==> config.mk <==
export PLATFORM = sky130hd
export DESIGN_NAME = rx_frame_sync_flat
export DESIGN_NICKNAME = d
export VERILOG_FILES = /design/src/rtl/rx_sync_pkg.sv /design/src/rtl/rx_frame_sync_if.sv /design/src/rtl/rx_sync_match.sv /design/src/rtl/rx_frame_sync.sv /design/src/flat_wrapper.sv
export SDC_FILE = /design/constraint.sdc
export NUM_CORES = 1
export LEC_CHECK = 0
export BUFFER_PORTS_ARGS = -buffer_cell sky130_fd_sc_hd__buf_2
export CAP_MARGIN = 20
export CORE_ASPECT_RATIO = 1.1
export CORE_MARGIN = 4
export CORE_UTILIZATION = 50
export CTS_CLUSTER_DIAMETER = 200
export DETAILED_ROUTE_END_ITERATION = 8
export PLACE_DENSITY = 0.67
export SLEW_MARGIN = 20
export SYNTH_ARGS = -nofsm -noshare
export SYNTH_HDL_FRONTEND = slang
export SYNTH_SLANG_ARGS = --single-unit
==> constraint.sdc <==
create_clock -name clk -period 2.7 [get_ports clk]
set_input_delay 0.81 -clock clk [delete_from_list [all_inputs] [get_ports clk]]
set_output_delay 0.81 -clock clk [all_outputs]
set_load 0.05 [all_outputs]
==> src/rtl/rx_sync_pkg.sv <==
// Shared types and constants for the RX frame synchroniser.
package rx_sync_pkg;

   localparam int unsigned SYNC_W     = 32;
   localparam int unsigned BYTE_W     = 8;
   localparam int unsigned BIT_CNT_W  = 5;
   localparam int unsigned BYTE_CNT_W = 8;
   localparam int unsigned MISS_CNT_W = 4;

   localparam logic [SYNC_W-1:0] SYNC_WORD_DEFAULT = 32'h1ACF_FC1D;

   typedef enum logic [1:0] {
      ST_HUNT    = 2'd0,
      ST_PAYLOAD = 2'd1,
      ST_CHECK   = 2'd2
   } rx_state_e;

   // Output byte register contents.
   typedef struct packed {
      logic              last;
      logic [BYTE_W-1:0] data;
   } rx_byte_t;

endpackage

==> src/rtl/rx_frame_sync_if.sv <==
// Bit-stream input and byte-stream output handshakes of the frame synchroniser.
interface rx_frame_sync_if;
   import rx_sync_pkg::*;

   logic              in_valid;
   logic              in_data;
   logic              in_ready;
   logic              out_valid;
   logic [BYTE_W-1:0] out_data;
   logic              out_last;
   logic              out_ready;

   // Environment side: supplies demodulated bits, consumes payload bytes.
   modport master (
      output in_valid, in_data, out_ready,
      input  in_ready, out_valid, out_data, out_last
   );

   // Framer side.
   modport slave (
      input  in_valid, in_data, out_ready,
      output in_ready, out_valid, out_data, out_last
   );

endinterface

==> src/rtl/rx_sync_match.sv <==
// Compares a 32-bit window against the sync marker in both polarities.
module rx_sync_match
   import rx_sync_pkg::*;
#(
   parameter logic [SYNC_W-1:0] SYNC_WORD = SYNC_WORD_DEFAULT
) (
   input  logic [SYNC_W-1:0] word,
   output logic              match,
   output logic              match_inv
);

   // Straight and bit-inverted marker detection.
   always_comb begin
      match     = (word == SYNC_WORD);
      match_inv = (word == ~SYNC_WORD);
   end

endmodule

==> src/rtl/rx_frame_sync.sv <==
// Frame synchroniser: hunts for the sync marker in a hard-bit stream,
// delivers payload bytes, and flywheels through a bounded number of
// missed markers before dropping lock.
module rx_frame_sync
   import rx_sync_pkg::*;
#(
   parameter logic [SYNC_W-1:0] SYNC_WORD     = SYNC_WORD_DEFAULT,
   parameter int unsigned       PAYLOAD_BYTES = 16,
   parameter int unsigned       MAX_MISS      = 3
) (
   input  logic           clk,
   input  logic           rst,
   rx_frame_sync_if.slave bus,
   output logic           locked,
   output logic           inverted
);

   rx_state_e               state_q, state_nxt;
   logic [SYNC_W-1:0]       sr_q, sr_nxt;
   logic [BYTE_W-2:0]       acc_q, acc_nxt;
   logic [BIT_CNT_W-1:0]    bit_cnt_q, bit_cnt_nxt;
   logic [BYTE_CNT_W-1:0]   byte_cnt_q, byte_cnt_nxt;
   logic [MISS_CNT_W-1:0]   miss_q, miss_nxt;
   rx_byte_t                obuf_q, obuf_nxt;
   logic                    out_valid_q, out_valid_nxt;
   logic                    inverted_q, inverted_nxt;
   logic                    locked_q, locked_nxt;

   logic                    in_ready_c;
   logic                    beat_c;
   logic [SYNC_W-1:0]       sr_shift_c;
   logic                    sync_hit_c;
   logic                    sync_hit_inv_c;
   logic                    check_hit_c;
   logic [BYTE_W-1:0]       byte_c;
   logic                    last_byte_c;
   logic [MISS_CNT_W-1:0]   miss_inc_c;

   // Single output register: accept bits whenever the register is free or draining.
   assign in_ready_c = ~out_valid_q | bus.out_ready;
   assign beat_c     = bus.in_valid & in_ready_c;
   assign sr_shift_c = {sr_q[SYNC_W-2:0], bus.in_data};

   rx_sync_match #(
      .SYNC_WORD (SYNC_WORD)
   ) u_match (
      .word      (sr_shift_c),
      .match     (sync_hit_c),
      .match_inv (sync_hit_inv_c)
   );

   // Datapath helpers: payload bit de-inversion, last-byte flag, missed-marker count.
   always_comb begin
      check_hit_c = inverted_q ? sync_hit_inv_c : sync_hit_c;
      byte_c      = {acc_q, bus.in_data ^ inverted_q};
      last_byte_c = (byte_cnt_q == BYTE_CNT_W'(PAYLOAD_BYTES - 1));
      miss_inc_c  = miss_q + MISS_CNT_W'(1);
   end

   // Next-state and datapath update.
   always_comb begin
      state_nxt     = state_q;
      sr_nxt        = sr_q;
      acc_nxt       = acc_q;
      bit_cnt_nxt   = bit_cnt_q;
      byte_cnt_nxt  = byte_cnt_q;
      miss_nxt      = miss_q;
      obuf_nxt      = obuf_q;
      out_valid_nxt = out_valid_q;
      inverted_nxt  = inverted_q;

      if (out_valid_q && bus.out_ready) begin
         out_valid_nxt = 1'b0;
      end

      if (beat_c) begin
         sr_nxt = sr_shift_c;
         unique case (state_q)
            ST_HUNT: begin
               if (sync_hit_c || sync_hit_inv_c) begin
                  state_nxt    = ST_PAYLOAD;
                  inverted_nxt = sync_hit_inv_c;
                  bit_cnt_nxt  = '0;
                  byte_cnt_nxt = '0;
               end
            end
            ST_PAYLOAD: begin
               acc_nxt = byte_c[BYTE_W-2:0];
               if (bit_cnt_q == BIT_CNT_W'(BYTE_W - 1)) begin
                  bit_cnt_nxt   = '0;
                  obuf_nxt.data = byte_c;
                  obuf_nxt.last = last_byte_c;
                  out_valid_nxt = 1'b1;
                  if (last_byte_c) begin
                     byte_cnt_nxt = '0;
                     state_nxt    = ST_CHECK;
                  end else begin
                     byte_cnt_nxt = byte_cnt_q + BYTE_CNT_W'(1);
                  end
               end else begin
                  bit_cnt_nxt = bit_cnt_q + BIT_CNT_W'(1);
               end
            end
            ST_CHECK: begin
               if (bit_cnt_q == BIT_CNT_W'(SYNC_W - 1)) begin
                  bit_cnt_nxt = '0;
                  if (check_hit_c) begin
                     miss_nxt  = '0;
                     state_nxt = ST_PAYLOAD;
                  end else if (miss_inc_c == MISS_CNT_W'(MAX_MISS)) begin
                     miss_nxt     = '0;
                     inverted_nxt = 1'b0;
                     state_nxt    = ST_HUNT;
                  end else begin
                     miss_nxt  = miss_inc_c;
                     state_nxt = ST_PAYLOAD;
                  end
               end else begin
                  bit_cnt_nxt = bit_cnt_q + BIT_CNT_W'(1);
               end
            end
            default: state_nxt = ST_HUNT;
         endcase
      end

      locked_nxt = (state_nxt != ST_HUNT);
   end

   // State and datapath registers.
   always_ff @(posedge clk or negedge rst) begin
      if (!rst) begin
         state_q     <= ST_HUNT;
         sr_q        <= '0;
         acc_q       <= '0;
         bit_cnt_q   <= '0;
         byte_cnt_q  <= '0;
         miss_q      <= '0;
         obuf_q      <= '0;
         out_valid_q <= 1'b0;
         inverted_q  <= 1'b0;
         locked_q    <= 1'b0;
      end else begin
         state_q     <= state_nxt;
         sr_q        <= sr_nxt;
         acc_q       <= acc_nxt;
         bit_cnt_q   <= bit_cnt_nxt;
         byte_cnt_q  <= byte_cnt_nxt;
         miss_q      <= miss_nxt;
         obuf_q      <= obuf_nxt;
         out_valid_q <= out_valid_nxt;
         inverted_q  <= inverted_nxt;
         locked_q    <= locked_nxt;
      end
   end

   assign bus.in_ready  = in_ready_c;
   assign bus.out_valid = out_valid_q;
   assign bus.out_data  = obuf_q.data;
   assign bus.out_last  = obuf_q.last;
   assign locked        = locked_q;
   assign inverted      = inverted_q;

endmodule

==> src/flat_wrapper.sv <==
// flat-port wrapper written by rule: the top's interface ports become plain ports
module rx_frame_sync_flat import rx_sync_pkg::*;
#(
   parameter logic [SYNC_W-1:0] SYNC_WORD     = SYNC_WORD_DEFAULT,
   parameter int unsigned       PAYLOAD_BYTES = 16,
   parameter int unsigned       MAX_MISS      = 3
)
  (clk, rst, locked, inverted, bus_in_valid, bus_in_data, bus_out_ready, bus_in_ready, bus_out_valid, bus_out_data, bus_out_last);
  rx_frame_sync_if bus_i ();
  input  logic clk;
  input  logic rst;
  output logic locked;
  output logic inverted;
  input wire logic [$bits(bus_i.in_valid)-1:0] bus_in_valid;
  input wire logic [$bits(bus_i.in_data)-1:0] bus_in_data;
  input wire logic [$bits(bus_i.out_ready)-1:0] bus_out_ready;
  output wire logic [$bits(bus_i.in_ready)-1:0] bus_in_ready;
  output wire logic [$bits(bus_i.out_valid)-1:0] bus_out_valid;
  output wire logic [$bits(bus_i.out_data)-1:0] bus_out_data;
  output wire logic [$bits(bus_i.out_last)-1:0] bus_out_last;
  assign bus_i.in_valid = bus_in_valid;
  assign bus_i.in_data = bus_in_data;
  assign bus_i.out_ready = bus_out_ready;
  assign bus_in_ready = bus_i.in_ready;
  assign bus_out_valid = bus_i.out_valid;
  assign bus_out_data = bus_i.out_data;
  assign bus_out_last = bus_i.out_last;
  rx_frame_sync #(.SYNC_WORD(SYNC_WORD), .PAYLOAD_BYTES(PAYLOAD_BYTES), .MAX_MISS(MAX_MISS)) u_core (.clk(clk), .rst(rst), .bus(bus_i), .locked(locked), .inverted(inverted));
endmodule
## Word-level counts from Yosys, hierarchy flattened

Cells that the tools add are included.

| word-level totals | value |
|---|---|
| flip-flop bits (word level) | 69 |
| input bits | 5 |
| output and inout bits | 13 |
| logic and storage cells | 72 |

| cells by class | value |
|---|---|
| add/subtract/negate cells | 3 |
| eq/ne operators | 13 |
| muxes and demuxes | 28 |
| bitwise logic cells | 4 |
| reduce and logical (&&, ||, !) cells | 13 |

Operators by type and width:

| kind | number |
|---|---|
| 32-bit by 29-bit equality test with 1-bit output, second input constant | 1 |
| 32-bit equality test, second input constant | 1 |
| 8-bit two-way mux | 3 |
| 8-bit case mux with 2 select lines | 1 |
| 5-bit two-way mux | 3 |
| 5-bit case mux with 3 select lines | 1 |
| 2-bit two-way mux | 6 |
| 1-bit two-way mux | 10 |
| 3-bit AND reduction | 3 |
| 8-bit by 1-bit adder with 8-bit output, second input constant | 1 |
| 8-bit by 4-bit equality test with 1-bit output, second input constant | 1 |
| 4-bit two-way mux | 2 |
| 2-bit by 1-bit inequality test with 1-bit output, second input constant | 4 |
| 2-bit case mux with 3 select lines | 1 |
| 6-bit AND reduction | 1 |
| 2-bit nonzero test | 3 |
| 5-bit by 1-bit adder with 5-bit output, second input constant | 1 |
| 5-bit by 3-bit equality test with 1-bit output, second input constant | 1 |
| 5-bit equality test, second input constant | 1 |
| 4-bit by 1-bit adder with 4-bit output, second input constant | 1 |
| 4-bit by 2-bit equality test with 1-bit output, second input constant | 1 |
| 4-bit AND reduction | 1 |
| 3-bit nonzero test | 1 |
| 2-bit by 1-bit equality test with 1-bit output, second input constant | 1 |
| 11 further kinds | 11 |

## Depth between registers and ports, before layout

Gate-level depths: netlist (run 1).

| logic depth | value |
|---|---|
| depth after elaboration | 8 |
| depth in mapped cells | 8 |
| depth with buffers taken out | 8 |

## Modules after synthesis

A second synthesis (run 1) with hierarchy kept.

| unflattened totals | value |
|---|---|
| cells, all modules | 349 |
| area, all modules | 3,304.4 µm² |

Modules (own cells, without submodules):

| module | instances | cells an instance | area an instance (µm²) | sequential area each (µm²) |
|---|---|---|---|---|
| rx_frame_sync | 1 | 326 | 3,111.7 | 1,726.7 |
| rx_sync_match | 1 | 23 | 192.7 | 0.0 |

## Least setup slack after synthesis (run 1)

Ideal clock, no wire load.

| timing path | value |
|---|---|
| kind | input to register |
| start | input port bus_out_ready |
| end | register u_core.byte_cnt_q[3] |
| library setup time | 95 ps |
| arrival | 2,518 ps |
| required time | 2,605 ps |
| setup slack | 86 ps |
| stages | 6 |
| path buffers | 1 |
| cell sequence | nand2b_1 > and2_1 > clkbuf_1 > o311ai_1 > or2_1 > o31ai_1 |

| on the way | value |
|---|---|
| longest elaborated chain between the ends | 3 |

RTL lines:

| element | RTL line | RTL |
|---|---|---|
| start, declared | flat_wrapper.sv:16 | `input wire logic [$bits(bus_i.out_ready)-1:0] bus_out_ready;` |
| 1-bit OR | rx_frame_sync.sv:40 | `assign in_ready_c = ~out_valid_q \| bus.out_ready;` |
| 1-bit bitwise AND | rx_frame_sync.sv:41 | `assign beat_c = bus.in_valid & in_ready_c;` |
| 4-bit AND reduction (no source line) | -- |  |
| end signal, assigned | rx_frame_sync.sv:147 | `byte_cnt_q <= byte_cnt_nxt;` |
| end, declared | rx_frame_sync.sv:22 | `logic [BYTE_CNT_W-1:0] byte_cnt_q, byte_cnt_nxt;` |

Every way passes these cells.
A chain may end at the register's enable or synchronous reset.

## Final worst setup path (run 1)

| timing path | value |
|---|---|
| start | register u_core.sr_q[23] |
| end | register u_core.byte_cnt_q[6] |

| on the way | value |
|---|---|
| longest elaborated chain between the ends | 4 |
| elaborated cells on any way between the ends | 5 |
| classes of those cells | 3 x eq/ne; 2 x reduce/logical |

RTL lines:

| element | RTL line | RTL |
|---|---|---|
| start, declared | rx_frame_sync.sv:19 | `logic [SYNC_W-1:0] sr_q, sr_nxt;` |
| start signal, assigned | rx_frame_sync.sv:144 | `sr_q <= sr_nxt;` |
| 32-bit by 29-bit equality test with 1-bit output / 32-bit equality test (equally long branches) | rx_sync_match.sv:14, rx_sync_match.sv:15 |  |
| 1-bit logical OR (*) | rx_frame_sync.sv:80 | `if (sync_hit_c \|\| sync_hit_inv_c) begin` |
| 2-bit by 1-bit inequality test with 1-bit output (no source line) (*) | -- |  |
| 4-bit AND reduction (no source line) (*) | -- |  |

Every way passes the cells marked *; elsewhere a longest branch is shown, timed or not.

==> flow_summary.json, run 1 <==
{
  "port-buffer-count": 17,
  "avgSynthCellArea_um2": 12.0,
  "ys_seq_area_frac": 0.521,
  "crit_path_max_incr_delay_ns": 0.41,
  "ys_warn_count": 0,
  "synth_cell_types": 47,
  "cts.hold.buffers_added": 0,
  "rsz0062_at_grt": "no",
  "async_flop_share": 1.00,
  "die_area_um2": 8000,
  "vdd_drop_max_v": 0.000588,
  "row_count": 30,
  "ctsLongestPathBuffers": 2,
  "startpoint_type": "flop",
  "crit_path_max_fanout": 6,
  "yosys_register_bits": 69,
  "gp_congestion": 0.790,
  "path_cells": "nor4b_2 > nand4_1 > nor4_4 > nor3_2 > or3_1 > a221o_1",
  "fp.dieH_um": 93.4,
  "drive_gt1_frac": 0.300,
  "final.setup.tns_ns": 0,
  "outcome": "finished, final reports clean",
  "routed_via_density": 5.75,
  "drt_pass1_iterations": 5,
  "worstSetupPathType": "flop to flop",
  "synth_mux_area_frac": 0.159,
  "slew_violations": 0,
  "synth_xor_xnor_area_share": 0.00529,
  "seqPwrFrac": 0.528,
  "wirelength_um": 5980,
  "syn_to_final_growth_pct": 13.9,
  "antenna_left": 0,
  "min-delay-path-class": "input port to async pin",
  "power_density_nw_per_um2": 697,
  "overflow": 0,
  "htree_num_levels": 3,
  "clkPwrFrac": 0.357,
  "max_slew.worst_pin.slew_ns": 0.509,
  "numCtsBuffers": 9,
  "layout.cells.non_filler": 390,
  "cp.arrival_ns": 2.48,
  "grt_usage": 0.166,
  "drv_cap": 0,
  "cp.required_ns": 2.93,
  "drtIter0Drc": 113,
  "cts_sinks": 69,
  "syn_nets": 290,
  "synth-edff-count": 0,
  "clk_pin_slew_worst_paths_ns": 0.07,
  "rrSetupSlack_ns": 0.45,
  "fmax_ghz": 0.444,
  "synth_simple_gate_area_frac": 0.182,
  "drc": 0,
  "combPwrFrac": 0.114,
  "io_pins": 18,
  "fin_crit_ns": 2.25,
  "clkLatencyLatePin_ns": 0.34,
  "post-route-period-util": 0.834,
  "antenna_found_initial": 0,
  "start_util": 0.526,
  "p_sw_frac": 0.253,
  "worstReg2RegStart": "u_core.sr_q[23]",
  "synth-compound-area-share": 0.0838,
  "syn-cell-area_um2": 3310,
  "postCtsSetupBuffers": 0,
  "core_area_um2": 6310,
  "grt_pass1_wl_um": 10500,
  "die_x_um": 85.6,
  "crit_slowest_cell": "dfrtp_1",
  "synth_top_family_by_area": "simple AND/OR/NAND/NOR gates",
  "p_int_mw": 1.97,
  "reg2reg_to": "u_core.byte_cnt_q[6]",
  "max_slew_margin": 0.660,
  "switchingPower_mw": 0.665,
  "nets": 319,
  "setup_viol": 0,
  "place_inst": 374,
  "hpwlAfterDp_um": 4200,
  "cts_resized": 0,
  "grt_max_degree": 70,
  "synthAdderAreaFrac": 0.0340,
  "synthCells": 276,
  "reg2regPathDepth": 6,
  "hold_viol_final": 0,
  "routedWlPerCell_um": 15.3,
  "cts_tree": "done",
  "diodes": 0,
  "power_leakage_nw": 1.77,
  "end_kind": "flop",
  "crit_path_end": "u_core.byte_cnt_q[6]",
  "vias": 2241,
  "cts_root_buffer": "clkbuf_8",
  "grt_pass1_vias": 2264,
  "skew_ns": 0.00802,
  "synth_top_flop_cell": "dfrtp_1",
  "startpoint": "u_core.sr_q[23]",
  "fillers": 518
}
[cell usage after synthesis, types with 3 or more instances]
cell | number | area [um^2]
ha_1 | 9 | 113
dfrtp_1 | 69 | 1730
nand3_1 | 9 | 45.0
o21ai_0 | 18 | 90.1
o211ai_1 | 3 | 22.5
and4b_1 | 4 | 40.0
o41ai_1 | 3 | 26.3
mux2_2 | 45 | 507
and3_1 | 5 | 31.3
nor3_1 | 5 | 25.0
nor2_1 | 10 | 37.5
nor4b_1 | 5 | 43.8
nand2b_1 | 5 | 31.3
nand4_1 | 7 | 43.8
nor2b_1 | 5 | 31.3
inv_1 | 5 | 18.8
clkbuf_1 | 8 | 30.0
nor4bb_1 | 3 | 30.0
nand2_1 | 19 | 71.3
a21o_1 | 3 | 22.5
[power by group through the flow]
stage / Sequential, mW / Clock [mW] / Combinational (mW)
floorplan: 1.36 / 0 / 0.246
global placement: 1.40 / 0 / 0.296
detailed placement: 1.41 / 0 / 0.306
CTS: 1.39 / 0.957 / 0.307
global route: 1.43 / 1.01 / 0.336
finish: 1.39 / 0.940 / 0.300
[worst max-delay path, delay by kind of cell (launching register included)]
kind            cells  cell delay [ns]
compound gates      1             0.35
simple gates        5             1.39
flops               1             0.41
[flip-flops by register name, indices dropped and copies added (netlist names)]
| name | count |
|---|---|
| u_core.bus.out_last | 1 |
| u_core.miss_q | 4 |
| u_core.state_q | 2 |
| u_core.bit_cnt_q | 5 |
| u_core.byte_cnt_q | 8 |
| u_core.bus.out_data | 8 |
| u_core.inverted | 1 |
| u_core.locked | 1 |
| u_core.sr_q | 31 |
| u_core.acc_q | 7 |
| u_core.bus.out_valid | 1 |
[cell type report]
cell class	instances	area, um^2	share of cell area
tap	80	100	0.0265
clock inverter	6	86.3	0.0229
clock buffer	10	138	0.0365
multi-input combinational	194	1540	0.408
inverter	5	18.8	0.00497
timing repair buffer	26	165	0.0438
sequential	69	1730	0.458
[per-layer routing]
layer | wire length (um) | global-route usage | part of all wire | vias up
met5 | 0 | 0 | 0 | -
met2 | 2880 | 0.262 | 0.48 | 30
met3 | 159 | 0.0335 | 0.027 | 11
met1 | 2820 | 0.218 | 0.47 | 1107
li1 | - | - | - | 1093
met4 | 128 | 0.0818 | 0.021 | 0
[through the flow]
| step | hold WS, ns | power [mW] | util | area [um^2] | setup WS (ns) |
|---|---|---|---|---|---|
| floorplan | 0.448 | 1.60 | - | 3310 | 0.0865 |
| global placement | 0.457 | 1.70 | 0.563 | 3550 | 0.214 |
| detailed placement | 0.474 | 1.72 | 0.563 | 3550 | 0.198 |
| CTS | 0.486 | 2.65 | 0.598 | 3770 | 0.432 |
| global route | 0.496 | 2.77 | 0.598 | 3770 | 0.308 |
| finish | 0.454 | 2.63 | 0.598 | 3770 | 0.448 |
[worst min path at each step]
stage	start	end	slack [ns]	depth (start not counted)
after CTS	rst	u_core.miss_q[2]	0.49	2
after global routing	rst	u_core.byte_cnt_q[3]	0.50	2
after floorplan	u_core.byte_cnt_q[7]	u_core.byte_cnt_q[7]	0.45	1
final	rst	u_core.byte_cnt_q[1]	0.45	2
after detailed placement	u_core.bus.out_last	u_core.bus.out_last	0.47	1
after global placement	u_core.bus.out_last	u_core.bus.out_last	0.46	1
[cell usage in the layout (no fill, tap or decap), types with 2 or more instances in the layout]
cell type   n
a21o_1      3
a22o_1      2
a2bb2oi_1   2
and3_1      5
and4b_1     4
buf_2      17
buf_4       8
bufinv_16   2
clkbuf_8   10
clkinv_2    2
dfrtp_1    69
ha_1        9
inv_1       5
mux2_2     45
mux2i_1     2
nand2_1    19
nand2b_1    5
nand3_1     9
nand4_1     7
nand4b_1    2
nor2_1     10
nor2b_1     5
nor3_1      5
nor3_2      2
nor3b_1     2
nor4b_1     5
nor4bb_1    3
o211ai_1    3
o21ai_0    18
o22ai_1     2
o31ai_1     2
o41ai_1     3
or3_1       2
[logic make-up after synthesis]
logic type	Yosys count
multiplexers	47
buffers and inverters	13
XOR/XNOR	2
AO/OA/AOI/OAI	41
AND/OR/NAND/NOR	95
adder cells (fa/ha/maj)	9
flip-flops	69
(Power assumes the default switching activity.)
==> inputs of run 2 (changes only) <==
--- a/config.mk
+++ b/config.mk
@@ -5,6 +5,7 @@
 export SDC_FILE = /design/constraint.sdc
 export NUM_CORES = 1
 export LEC_CHECK = 0
+export ABC_AREA = 1
 export BUFFER_PORTS_ARGS = -buffer_cell sky130_fd_sc_hd__buf_2
 export CAP_MARGIN = 20
 export CORE_ASPECT_RATIO = 1.1
@@ -12,7 +13,7 @@
 export CORE_UTILIZATION = 50
 export CTS_CLUSTER_DIAMETER = 200
 export DETAILED_ROUTE_END_ITERATION = 8
-export PLACE_DENSITY = 0.67
+export PLACE_DENSITY = 0.7
 export SLEW_MARGIN = 20
 export SYNTH_ARGS = -nofsm -noshare
 export SYNTH_HDL_FRONTEND = slang
==> constraint.sdc (replaced) <==
create_clock -name clk -period 1.9 [get_ports clk]
set_input_delay 0.57 -clock clk [delete_from_list [all_inputs] [get_ports clk]]
set_output_delay 0.57 -clock clk [all_outputs]
set_load 0.05 [all_outputs]
==> run 2 against run 1 <==
Against the previous run:
- largest cell class unchanged
- synthesized cell count rose by 62%
- combinational power rose by 62%
- clock power rose by 60%
- flip-flop and latch count did not move
- area after synthesis rose by 5.9%
- largest power group unchanged
- clock skew rose by 0.0070 ns
- non-clock buffer count did not move
- die area rose by 5.3%
- final area rose by 6.4%
- via count rose by 22%
==> flow_summary.json, run 2 <==
{
  "outcome": "finished, final reports clean",
  "cp.required_ns": 2.11,
  "power_density_nw_per_um2": 919,
  "largest_reg_flops": 31,
  "antenna_found_initial": 0,
  "hpwlAfterDp_um": 4720,
  "final.setup.tns_ns": 0,
  "largest_register": "u_core.sr_q",
  "max_slew_margin": 0.637,
  "cts_tree": "done",
  "end_kind": "flop",
  "crit_path_max_fanout": 4,
  "async_flop_share": 1.00,
  "antenna_left": 0,
  "power_leakage_nw": 2.00,
  "drc": 0,
  "layout_commonest_cell": "nand2_1",
  "yosys_register_bits": 69,
  "ys_seq_area_frac": 0.492,
  "synthTopCellsByArea": "dfrtp_1 49%, nand2_1 16%, inv_1 6.5%",
  "syn_nets": 460,
  "syn_to_final_growth_pct": 14.4,
  "cpMostUsedCell": "nand2_1",
  "ctsLongestPathBuffers": 2,
  "startpoint_type": "flop",
  "min-delay-path-class": "input port to async pin",
  "yosysTopAreaCellShare": 0.492,
  "diodes": 0,
  "path_cells": "ha_1 > nand2_1 > nor2_1 > ha_1 > nor2_1 > a21oi_1 > nand2_1 > nand2_1 > nand2_1 > nand2_1 > nand2_1 > nand2_1 > nand3_1",
  "overflow": 0,
  "htree_num_levels": 3,
  "synth_top_flop_cell": "dfrtp_1",
  "wirelength_um": 6500,
  "vias": 2745,
  "nets": 487,
  "routedWlPerCell_um": 11.6,
  "fillers": 595,
  "skew_ns": 0.0150,
  "setup_viol": 0,
  "netlist.top_cell.by_area": "dfrtp_1",
  "slew_violations": 0,
  "hold-worst-slack_ns": 0.209,
  "layout.cells.non_filler": 560,
  "io_pins": 18,
  "rsz0062_at_grt": "no",
  "row_count": 31,
  "port-buffer-count": 17,
  "grt_pass1_vias": 2678,
  "power_mw": 3.69,
  "start_util": 0.523,
  "worstSetupPathType": "flop to flop",
  "drtIter0Drc": 157,
  "core_area_um2": 6710,
  "routed_via_density": 4.90,
  "path_buf_inv": 0,
  "ys_warn_count": 0,
  "max_slew.worst_pin.slew_ns": 0.545,
  "regArea_um2": 1730,
  "place_inst": 542,
  "crit_slowest_cell": "dfrtp_1",
  "cts_sinks": 69,
  "cp_top_family": "simple AND/OR/NAND/NOR gates",
  "fp.dieH_um": 95.9,
  "numCtsBuffers": 9,
  "die_x_um": 87.9,
  "cts.hold.buffers_added": 0,
  "synthCells": 446,
  "clk_pin_slew_worst_paths_ns": 0.08,
  "clkLatencyLatePin_ns": 0.34,
  "drv_cap": 0,
  "synth-edff-count": 0,
  "grt_usage": 0.176,
  "die_area_um2": 8420,
  "synth_cell_types": 29,
  "final_cell_mix": "148 x nand2_1, 69 x dfrtp_1, 60 x inv_1",
  "synth_most_common_cell": "nand2_1",
  "multi_input_area_um2": 1490,
  "grt_max_degree": 30,
  "startpoint": "u_core.bit_cnt_q[0]",
  "grt_pass1_wl_um": 11600,
  "gp_congestion": 0.896,
  "vdd_drop_max_v": 0.000545,
  "drt_pass1_iterations": 5,
  "syn-cell-area_um2": 3510,
  "cts_root_buffer": "clkbuf_8",
  "drive_gt1_frac": 0.151,
  "crit_path_max_incr_delay_ns": 0.39,
  "hold_viol_final": 0,
  "ys_top_cells_by_count": "149 x nand2_1, 69 x dfrtp_1, 61 x inv_1",
  "worstReg2RegStart": "u_core.bit_cnt_q[0]",
  "fmax_ghz": 0.581,
  "avgSynthCellArea_um2": 7.87,
  "post-route-period-util": 0.906,
  "cp.arrival_ns": 1.93,
  "fin_crit_ns": 1.72
}
## run 2: area by class of cell
type,count,share of cell area
well taps,82,0.0256
inverters,66,0.0651
clock buffers,11,0.0377
clock inverters,5,0.0265
repair buffers,26,0.0443
flip-flops and latches,69,0.430
multi-input cells,301,0.371
## run 2: worst register-to-register path: cells and delay by family, from the launching register on
family          cells  cell delay [ns]
compound gates      1             0.16
fa+ha+maj           2             0.36
flops               1             0.39
simple gates       10             0.69
## run 2: per-layer routing
layer / wire [um] / GRT usage / vias to the layer above
met5: 0 / 0 / -
met1: 3140 / 0.228 / 1268
met4: 127 / 0.0754 / 0
met2: 3030 / 0.280 / 38
met3: 212 / 0.0437 / 11
li1: - / - / 1428
## run 2: cells by family (layout without fill, tap and decap cells)
group / count (synthesis) / count (layout) / share of synthesized area
compound gates: 62 / 62 / 0.0927
xor+xnor: 6 / 6 / 0.0150
fa+ha+maj: 9 / 9 / 0.0321
buf+inv: 76 / 108 / 0.0870
flops: 69 / 69 / 0.492
simple gates: 224 / 224 / 0.281
## run 2: per-stage QoR
stage,cell area (um^2),utilization,setup WS (ns)
floorplan,3510,-,0.117
finish,4020,0.598,0.178
global route,4020,0.598,0.00359
CTS,3990,0.595,0.0991
global placement,3730,0.556,0.0892
detailed placement,3730,0.556,0.0426
## run 2: final timing paths
check / to / slack (ns) / depth (start not counted)
max in group asynchronous: u_core.sr_q[22] / 1.15 / 2
min reg2reg: u_core.bus.out_data[7] / 0.48 / 2
min in group clk: u_core.bus.out_data[7] / 0.48 / 2
max reg2reg: u_core.locked / 0.18 / 13
min: u_core.acc_q[3] / 0.21 / 1
max: u_core.locked / 0.18 / 13
## run 2: what timing repair did
item                                    4_1_cts  5_1_grt
gates resized for setup                       0        3
buffers inserted                              0        2
endpoints found under the setup margin        0        2
endpoints found under the hold margin         0        0
## run 2: power breakdown
part / internal (mW) / leakage [nW] / switching, mW / total [mW]
registers: 1.60 / 0.937 / 0.104 / 1.70
logic: 0.169 / 0.934 / 0.317 / 0.486
clock network: 0.946 / 0.126 / 0.555 / 1.50
total: 2.72 / 2.00 / 0.976 / 3.69
